**src/rtl/spi_counter_tx.sv**
```systemverilog
// Counter-to-SPI streamer: free-running tick divider, run/stop up/down counter,
// and a sender that bursts a coherent snapshot of the count through a byte SPI master.
module spi_counter_tx #(
    parameter int unsigned CNT_WIDTH      = 16,
    parameter int unsigned CLK_HZ         = 100_000_000,
    parameter int unsigned TICK_HZ        = 100,
    parameter int unsigned MSB_FIRST      = 1,
    parameter int unsigned SEND_ON_CHANGE = 0
) (
    input  logic                 clk,
    input  logic                 reset,
    input  logic                 run_toggle,
    input  logic                 clear,
    input  logic                 dir,
    input  logic                 ready,
    input  logic                 done,
    output logic [7:0]           tx_data,
    output logic                 start,
    output logic                 ss,
    output logic [CNT_WIDTH-1:0] count,
    output logic                 running,
    output logic                 busy
);
    localparam int unsigned NBYTES = CNT_WIDTH / 8;
    localparam int unsigned DIV    = CLK_HZ / TICK_HZ;
    localparam int unsigned DIV_W  = (DIV > 1) ? $clog2(DIV) : 1;
    localparam int unsigned IDX_W  = (NBYTES > 1) ? $clog2(NBYTES) : 1;
    localparam int unsigned SH_W   = IDX_W + 3;

    if ((CNT_WIDTH % 8) != 0 || CNT_WIDTH < 8 || CNT_WIDTH > 64 || DIV < 2) begin : g_bad_param
        $error("spi_counter_tx: illegal parameterisation");
    end

    // ---------------- tick divider ----------------
    logic [DIV_W-1:0] div_cnt;
    logic             tick;

    always_ff @(posedge clk or posedge reset) begin
        if (reset) begin
            div_cnt <= '0;
            tick    <= 1'b0;
        end else begin
            tick    <= (div_cnt == DIV_W'(DIV - 1));
            div_cnt <= (div_cnt == DIV_W'(DIV - 1)) ? '0 : div_cnt + DIV_W'(1);
        end
    end

    // ---------------- counter FSM ----------------
    typedef enum logic {
        C_STOP = 1'b0,
        C_RUN  = 1'b1
    } cnt_state_t;

    cnt_state_t           cnt_state, cnt_state_next;
    logic [CNT_WIDTH-1:0] count_next;

    always_ff @(posedge clk or posedge reset) begin
        if (reset) cnt_state <= C_STOP;
        else       cnt_state <= cnt_state_next;
    end

    always_comb begin
        cnt_state_next = cnt_state;
        if (run_toggle) cnt_state_next = (cnt_state == C_RUN) ? C_STOP : C_RUN;
    end

    // Tick uses the pre-toggle state; clear wins over a tick.
    always_comb begin
        count_next = count;
        if (clear) begin
            count_next = '0;
        end else if (tick && cnt_state == C_RUN) begin
            count_next = dir ? count - CNT_WIDTH'(1) : count + CNT_WIDTH'(1);
        end
    end

    always_ff @(posedge clk or posedge reset) begin
        if (reset) begin
            count   <= '0;
            running <= 1'b0;
        end else begin
            count   <= count_next;
            running <= (cnt_state_next == C_RUN);
        end
    end

    // ---------------- sender FSM ----------------
    typedef enum logic [2:0] {
        S_IDLE   = 3'd0,
        S_LATCH  = 3'd1,
        S_SEND   = 3'd2,
        S_WAIT   = 3'd3,
        S_FINISH = 3'd4
    } snd_state_t;

    snd_state_t           snd_state, snd_state_next;
    logic [CNT_WIDTH-1:0] snap, last_sent, src;
    logic [IDX_W-1:0]     idx, idx_next, sel;
    logic [SH_W-1:0]      shamt;
    logic [7:0]           tx_next;
    logic                 start_next, ss_next, busy_next;
    logic                 last_byte, want_send;

    assign last_byte = (idx == IDX_W'(NBYTES - 1));
    assign want_send = ready && (SEND_ON_CHANGE == 0 || count != last_sent);

    always_ff @(posedge clk or posedge reset) begin
        if (reset) snd_state <= S_IDLE;
        else       snd_state <= snd_state_next;
    end

    always_comb begin
        snd_state_next = snd_state;
        case (snd_state)
            S_IDLE:   if (want_send) snd_state_next = S_LATCH;
            S_LATCH:  snd_state_next = S_SEND;
            S_SEND:   snd_state_next = S_WAIT;
            S_WAIT:   if (done) snd_state_next = last_byte ? S_FINISH : S_SEND;
            S_FINISH: snd_state_next = S_IDLE;
            default:  snd_state_next = S_IDLE;
        endcase
    end

    // Outputs are computed from the upcoming state so they register together with it;
    // on the LATCH->SEND edge the byte comes straight from count, which is what snap captures.
    always_comb begin
        idx_next   = idx;
        start_next = 1'b0;
        tx_next    = tx_data;
        busy_next  = (snd_state != S_IDLE);
        src        = (snd_state == S_LATCH) ? count : snap;
        case (snd_state)
            S_LATCH: idx_next = '0;
            S_WAIT:  if (done && !last_byte) idx_next = idx + IDX_W'(1);
            default: ;
        endcase
        sel   = (MSB_FIRST != 0) ? IDX_W'(NBYTES - 1) - idx_next : idx_next;
        shamt = {sel, 3'b000};
        if (snd_state_next == S_SEND) begin
            start_next = 1'b1;
            tx_next    = 8'(src >> shamt);
        end
        ss_next = !(snd_state_next inside {S_SEND, S_WAIT, S_FINISH});
    end

    always_ff @(posedge clk or posedge reset) begin
        if (reset) begin
            snap      <= '0;
            last_sent <= '0;
            idx       <= '0;
            tx_data   <= '0;
            start     <= 1'b0;
            ss        <= 1'b1;
            busy      <= 1'b0;
        end else begin
            if (snd_state == S_LATCH) begin
                snap      <= count;
                last_sent <= count;
            end
            idx     <= idx_next;
            tx_data <= tx_next;
            start   <= start_next;
            ss      <= ss_next;
            busy    <= busy_next;
        end
    end

endmodule

```
**config.mk**
```make
export PLATFORM = sky130hd
export DESIGN_NAME = spi_counter_tx
export DESIGN_NICKNAME = d
export VERILOG_FILES = /design/src/rtl/spi_counter_tx.sv
export SDC_FILE = /design/constraint.sdc
export NUM_CORES = 1
export LEC_CHECK = 0
export BUFFER_PORTS_ARGS = -buffer_cell sky130_fd_sc_hd__buf_2
export CORE_MARGIN = 2
export CORE_UTILIZATION = 30
export CTS_BUF_LIST = sky130_fd_sc_hd__clkbuf_4 sky130_fd_sc_hd__clkbuf_8
export DETAILED_ROUTE_END_ITERATION = 16
export GPL_ROUTABILITY_DRIVEN = 0
export MAX_ROUTING_LAYER = met4
export PLACE_DENSITY = 0.45
export SLEW_MARGIN = 10
export SYNTH_ARGS = -nofsm -noshare
export SYNTH_HDL_FRONTEND = slang
export SYNTH_SLANG_ARGS = --single-unit
```
**constraint.sdc**
```tcl
create_clock -name clk -period 1.9 [get_ports clk]
set_input_delay 0.285 -clock clk [delete_from_list [all_inputs] [get_ports clk]]
set_output_delay 0.285 -clock clk [all_outputs]
set_load 0.005 [all_outputs]
```
# Word level (Yosys, flattened, before mapping)
# Index checks and enable logic that the tools add are counted.
# totals
output_inout_bits	28
register_bits	69
input_bits	7
elab_cells	45
# op_classes
add_sub_neg	5
shifts	1
muxes	13
n_reduce_logical	8
n_eq_ne	7
# op_table
operator	count
16-bit 2-to-1 mux	4
20-bit by 1-bit adder with 20-bit output (second input constant)	1
20-bit == test (second input constant)	1
20-bit 2-to-1 mux	1
16-bit by 1-bit adder with 16-bit output (second input constant)	1
16-bit by 4-bit right shift with 8-bit output	1
16-bit by 1-bit subtractor with 16-bit output (second input constant)	1
3-bit by 2-bit == test with 1-bit output (second input constant)	4
3-bit one-hot mux with 4 select lines	1
3-bit 2-to-1 mux	3
3-bit nonzero test	2
3-bit by 1-bit == test with 1-bit output (second input constant)	1
3-bit == test (second input constant)	1
3-bit logical NOT	1
1-bit 2-to-1 mux	3
1-bit logical AND	2
1-bit logical NOT	2
1-bit one-hot mux with 2 select lines	1
2-bit nonzero test	1
1-bit adder (second input constant)	1
1-bit subtractor (first input constant)	1

# Longest topological paths before layout
# depth
ltp_word	6
mapped_depth	8

# Least setup slack after synthesis
# OpenSTA, ideal clock, no wires.
# synth_path
kind	reg-to-reg
start	register count[8]
end	register count[15]
path_stages_with_launch	8
period_less_slack_ns	2.023
required_ns	1.775
path_buffers	0
t_arrival_ns	1.898
path_slack_ns	-0.123
setup_time_ns	0.125
cell_sequence	dfrtp_1 -> ha_1 -> and3_1 -> and3_4 -> a41oi_2 -> and3_1 -> o21ai_2 -> mux2_4
# synth_between
elab_chain_len	4
elab_cells_between_ends	5
# synth_lines
element	line_no	text
start: declaration	20	output logic [CNT_WIDTH-1:0] count,
start signal: assignment	82	count <= count_next;
16-bit by 1-bit adder with 16-bit output / 16-bit by 1-bit subtractor with 16-bit output (equally long branches)	73	count_next = dir ? count - CNT_WIDTH'(1) : count + CNT_WIDTH'(1);
16-bit 2-to-1 mux *	73	
16-bit 2-to-1 mux *	72	end else if (tick && cnt_state == C_RUN) begin
16-bit 2-to-1 mux *	70	if (clear) begin
# Every way passes the cells marked *; elsewhere a longest branch is shown, timed or not. The select of a mux whose other input is x is not followed.
# A chain may end at the register's enable or synchronous reset.

# Final worst setup path
# layout_path
start	register count[9]
end	register count[15]
# Same word-level chain as after synthesis.

==> flow_metrics.env <==
export IMPL_status="finished, violations left"
export IMPL_violations="setup timing"
export IMPL_slowest_stage="dfrtp_1"
export IMPL_whs_ps=20.8
export IMPL_die_x_um=114
export IMPL_crit_fanout=3
export IMPL_max_cap_violations=0
export IMPL_ys_types=56
export IMPL_hold_viol_final=0
export IMPL_p_clk_share_pct=38.4
export IMPL_synth_edf_count=0
export IMPL_irDropWorstVdd_v=0.000490
export IMPL_fmax_mhz=503
export IMPL_finalPower_mw=3.71
export IMPL_synth_cells=345
export IMPL_num_rows=40
export IMPL_power_density_nw_per_um2=765
export IMPL_grt_usage_pct=15.1
export IMPL_fin_ws_ps=-89.0
export IMPL_final_common_cell="dfrtp_1"
export IMPL_root_buffer="clkbuf_8"
export IMPL_path_class="register to register"
export IMPL_finalCritPeriodShare_pct=105
export IMPL_fin_cells=586
export IMPL_clock_path_buffers=2
export IMPL_grt_antenna_before_repair=0
export IMPL_rsz0062_at_grt="true"
export IMPL_wl_mm=9.01
export IMPL_die_area_um2=13100
export IMPL_start_util_pct=30.6
export IMPL_r2r_end="count[15]"
export IMPL_grt_ovfl_total=0
export IMPL_layout_common_cells="68 x dfrtp_1, 50 x buf_4, 34 x buf_2"
export IMPL_required_ps=2130
export IMPL_startpoint_type="register"
export IMPL_cts_clk_slew_worst_paths_ps=80
export IMPL_switching_share_pct=26.1
export IMPL_grt_max_degree=70
export IMPL_multi_input_area_um2=2010
export IMPL_drtAntennaViolNets=0
export IMPL_max_stage_delay_ps=440
export IMPL_p_switching_mw=0.967
export IMPL_crit_start="count[9]"
export IMPL_yosys_most_used_dff="dfrtp_1"
export IMPL_arrival_ps=2220
export IMPL_comb_power_share_pct=18.2
export IMPL_grt_pass1_vias=2741
export IMPL_die_height_um=114
export IMPL_power_leakage_nw=2.28
export IMPL_seq_area_um2=1730
export IMPL_yosysWarnings=0
export IMPL_io_pins=35
export IMPL_relSlewSlack_pct=59.1
export IMPL_synth_async_reset_ratio_pct=100
export IMPL_worst_pin_slew_ps=612
export IMPL_layout_drive_gt1_share_pct=36.7
export IMPL_r2r_slack_ps=-90
export IMPL_setup_viol=5
export IMPL_viasPerCell=4.85
export IMPL_numCtsBuffers=9
export IMPL_hp_class="input pin to asynchronous set/reset pin"
export IMPL_cts_htree_levels=3
export IMPL_wl_per_cell_um=15.4
export IMPL_crit_buf_inv=0
export IMPL_drc=0
export IMPL_n_fill_cell=1174
export IMPL_netlist_area_um2=3650
export IMPL_seqPwrFrac_pct=43.4
export IMPL_finalCriticalPeriod_ps=1990
export IMPL_clk_insertion_delay_late_ps=340
export IMPL_dpl_instance_area_um2=4470
export IMPL_synth_fp_nets=368
export IMPL_portBuffers=34
export IMPL_dpl_cell_count=567
export IMPL_cp_end_kind="register"
export IMPL_cts_tree="done"
export IMPL_finClkSkew_ps=9.28
export IMPL_grt_pass1_wl_mm=14.8
export IMPL_syn_area_per_cell_um2=10.6
export IMPL_drt_first_iter_violations=75
export IMPL_cts_hold_buf=0
export IMPL_drt_pass1_iter_count=6
export IMPL_drv_slew=0
export IMPL_fin_nets=457
export IMPL_diodes=0
export IMPL_cpLargestDelayFamily="simple AND/OR/NAND/NOR gates"
export IMPL_fin_area_um2=4850
export IMPL_rr_startpoint="count[9]"
export IMPL_clkSinkCount=69
export IMPL_dp_hpwl_mm=6.68
export IMPL_crit_chain="ha_4, and3_4, and3_4, a41oi_2, and3_1, o21ai_2, mux2_4"
export IMPL_yosys_register_bits=69
export IMPL_r2r_cells=7
export IMPL_p_int_mw=2.74
export IMPL_yosysSeqAreaShare_pct=47.3
export IMPL_core_area_um2=12000
export IMPL_vias=2842
export IMPL_cp_common_cell="and3_4"
export IMPL_area_growth_pct=32.7
## metrics by stage
stage                     util (%)  TNS [ps]  setup WS [ps]
after floorplan                  -     -44.6          -44.6
after global placement        37.4     -1410           -256
after detailed placement      37.4     -1580           -252
after CTS                     39.7      -203          -65.9
after global routing          40.6      -958           -188
final                         40.6      -287          -89.0
## power by group through the flow
| stage | combinational, mW | sequential [mW] | clock [mW] |
|---|---|---|---|
| 6_report | 0.677 | 1.61 | 1.42 |
| 2_1_floorplan | 0.465 | 1.62 | 0 |
| 4_1_cts | 0.688 | 1.61 | 1.48 |
| 3_5_place_dp | 0.685 | 1.64 | 0 |
| 5_1_grt | 0.745 | 1.62 | 1.56 |
| 3_3_place_gp | 0.676 | 1.64 | 0 |
## cell usage after synthesis, types with 3 or more instances
| master | n | area, µm² |
|---|---|---|
| a211oi_1 | 5 | 37.5 |
| a21o_1 | 3 | 22.5 |
| a21oi_1 | 16 | 80.1 |
| a41oi_1 | 3 | 26.3 |
| and3_1 | 6 | 37.5 |
| clkbuf_1 | 9 | 33.8 |
| dfrtp_1 | 68 | 1700 |
| ha_1 | 15 | 188 |
| inv_1 | 15 | 56.3 |
| mux2_2 | 16 | 180 |
| mux2i_1 | 20 | 200 |
| nand2_1 | 26 | 97.6 |
| nand2b_1 | 6 | 37.5 |
| nand3_1 | 18 | 90.1 |
| nor2_1 | 26 | 97.6 |
| nor2b_1 | 3 | 18.8 |
| nor3_1 | 5 | 25.0 |
| o21a_1 | 4 | 30.0 |
| o21ai_0 | 13 | 65.1 |
| xnor2_1 | 14 | 123 |
| xor2_1 | 11 | 96.3 |
## cell type report
type	count	area share, %
Sequential cell	69	35.6
Multi-Input combinational cell	249	41.4
Timing Repair Buffer	89	12.9
Tap cell	147	3.79
Clock inverter	7	2.35
Inverter	16	1.32
Clock buffer	9	2.55
## worst max path at each step
stage / depth (start not counted) / end
after global placement: 10 / count[14]
after floorplan: 7 / count[15]
final: 7 / count[15]
after detailed placement: 10 / count[14]
after CTS: 8 / count[12]
after global routing: 7 / count[15]
## logic make-up (layout without fill, tap and decap cells)
kind of cell,count (synthesis),after routing,synth area share (%)
adders and majority gates,16,16,5.68
xor gates and xnor gates,25,25,5.99
and+or+nand+nor,105,105,14.4
muxes,37,37,10.8
AOI/OAI and AO/OA,66,66,12.9
DFF,69,69,47.3
buffers and inverters,27,121,2.91
## state kept, by name (all words and copies together) (netlist names)
name       count
busy           1
count         16
div_cnt       20
idx            1
running        1
snap          16
snd_state      3
ss             1
start          1
tick           1
tx_data        8
## worst register-to-register path, cell delays in order (launching register included)
cell and delay (ps):
dfrtp_1 440, ha_4 300, and3_4 180, and3_4 200
a41oi_2 150, and3_1 210, o21ai_2 120, mux2_4 300
## metal layers
layer  part of all wire [%]  global-route usage, %  wire, µm  up-vias
met5                      0                      -         0        -
li1                       -                      -         -     1399
met4                   0.61                   3.17        55        0
met1                     47                   19.8      4220     1396
met2                     49                   23.6      4390       42
met3                    3.9                   4.34       354        5
## timing repair
item                                   4_1_cts  5_1_grt
endpoints found under the hold margin        0        0
buffers inserted                             0        3
pin swaps                                    7        8
gates resized for setup                      8       17
setup endpoints to repair                    7        9
Note: power is estimated with default switching activity, not from simulation.
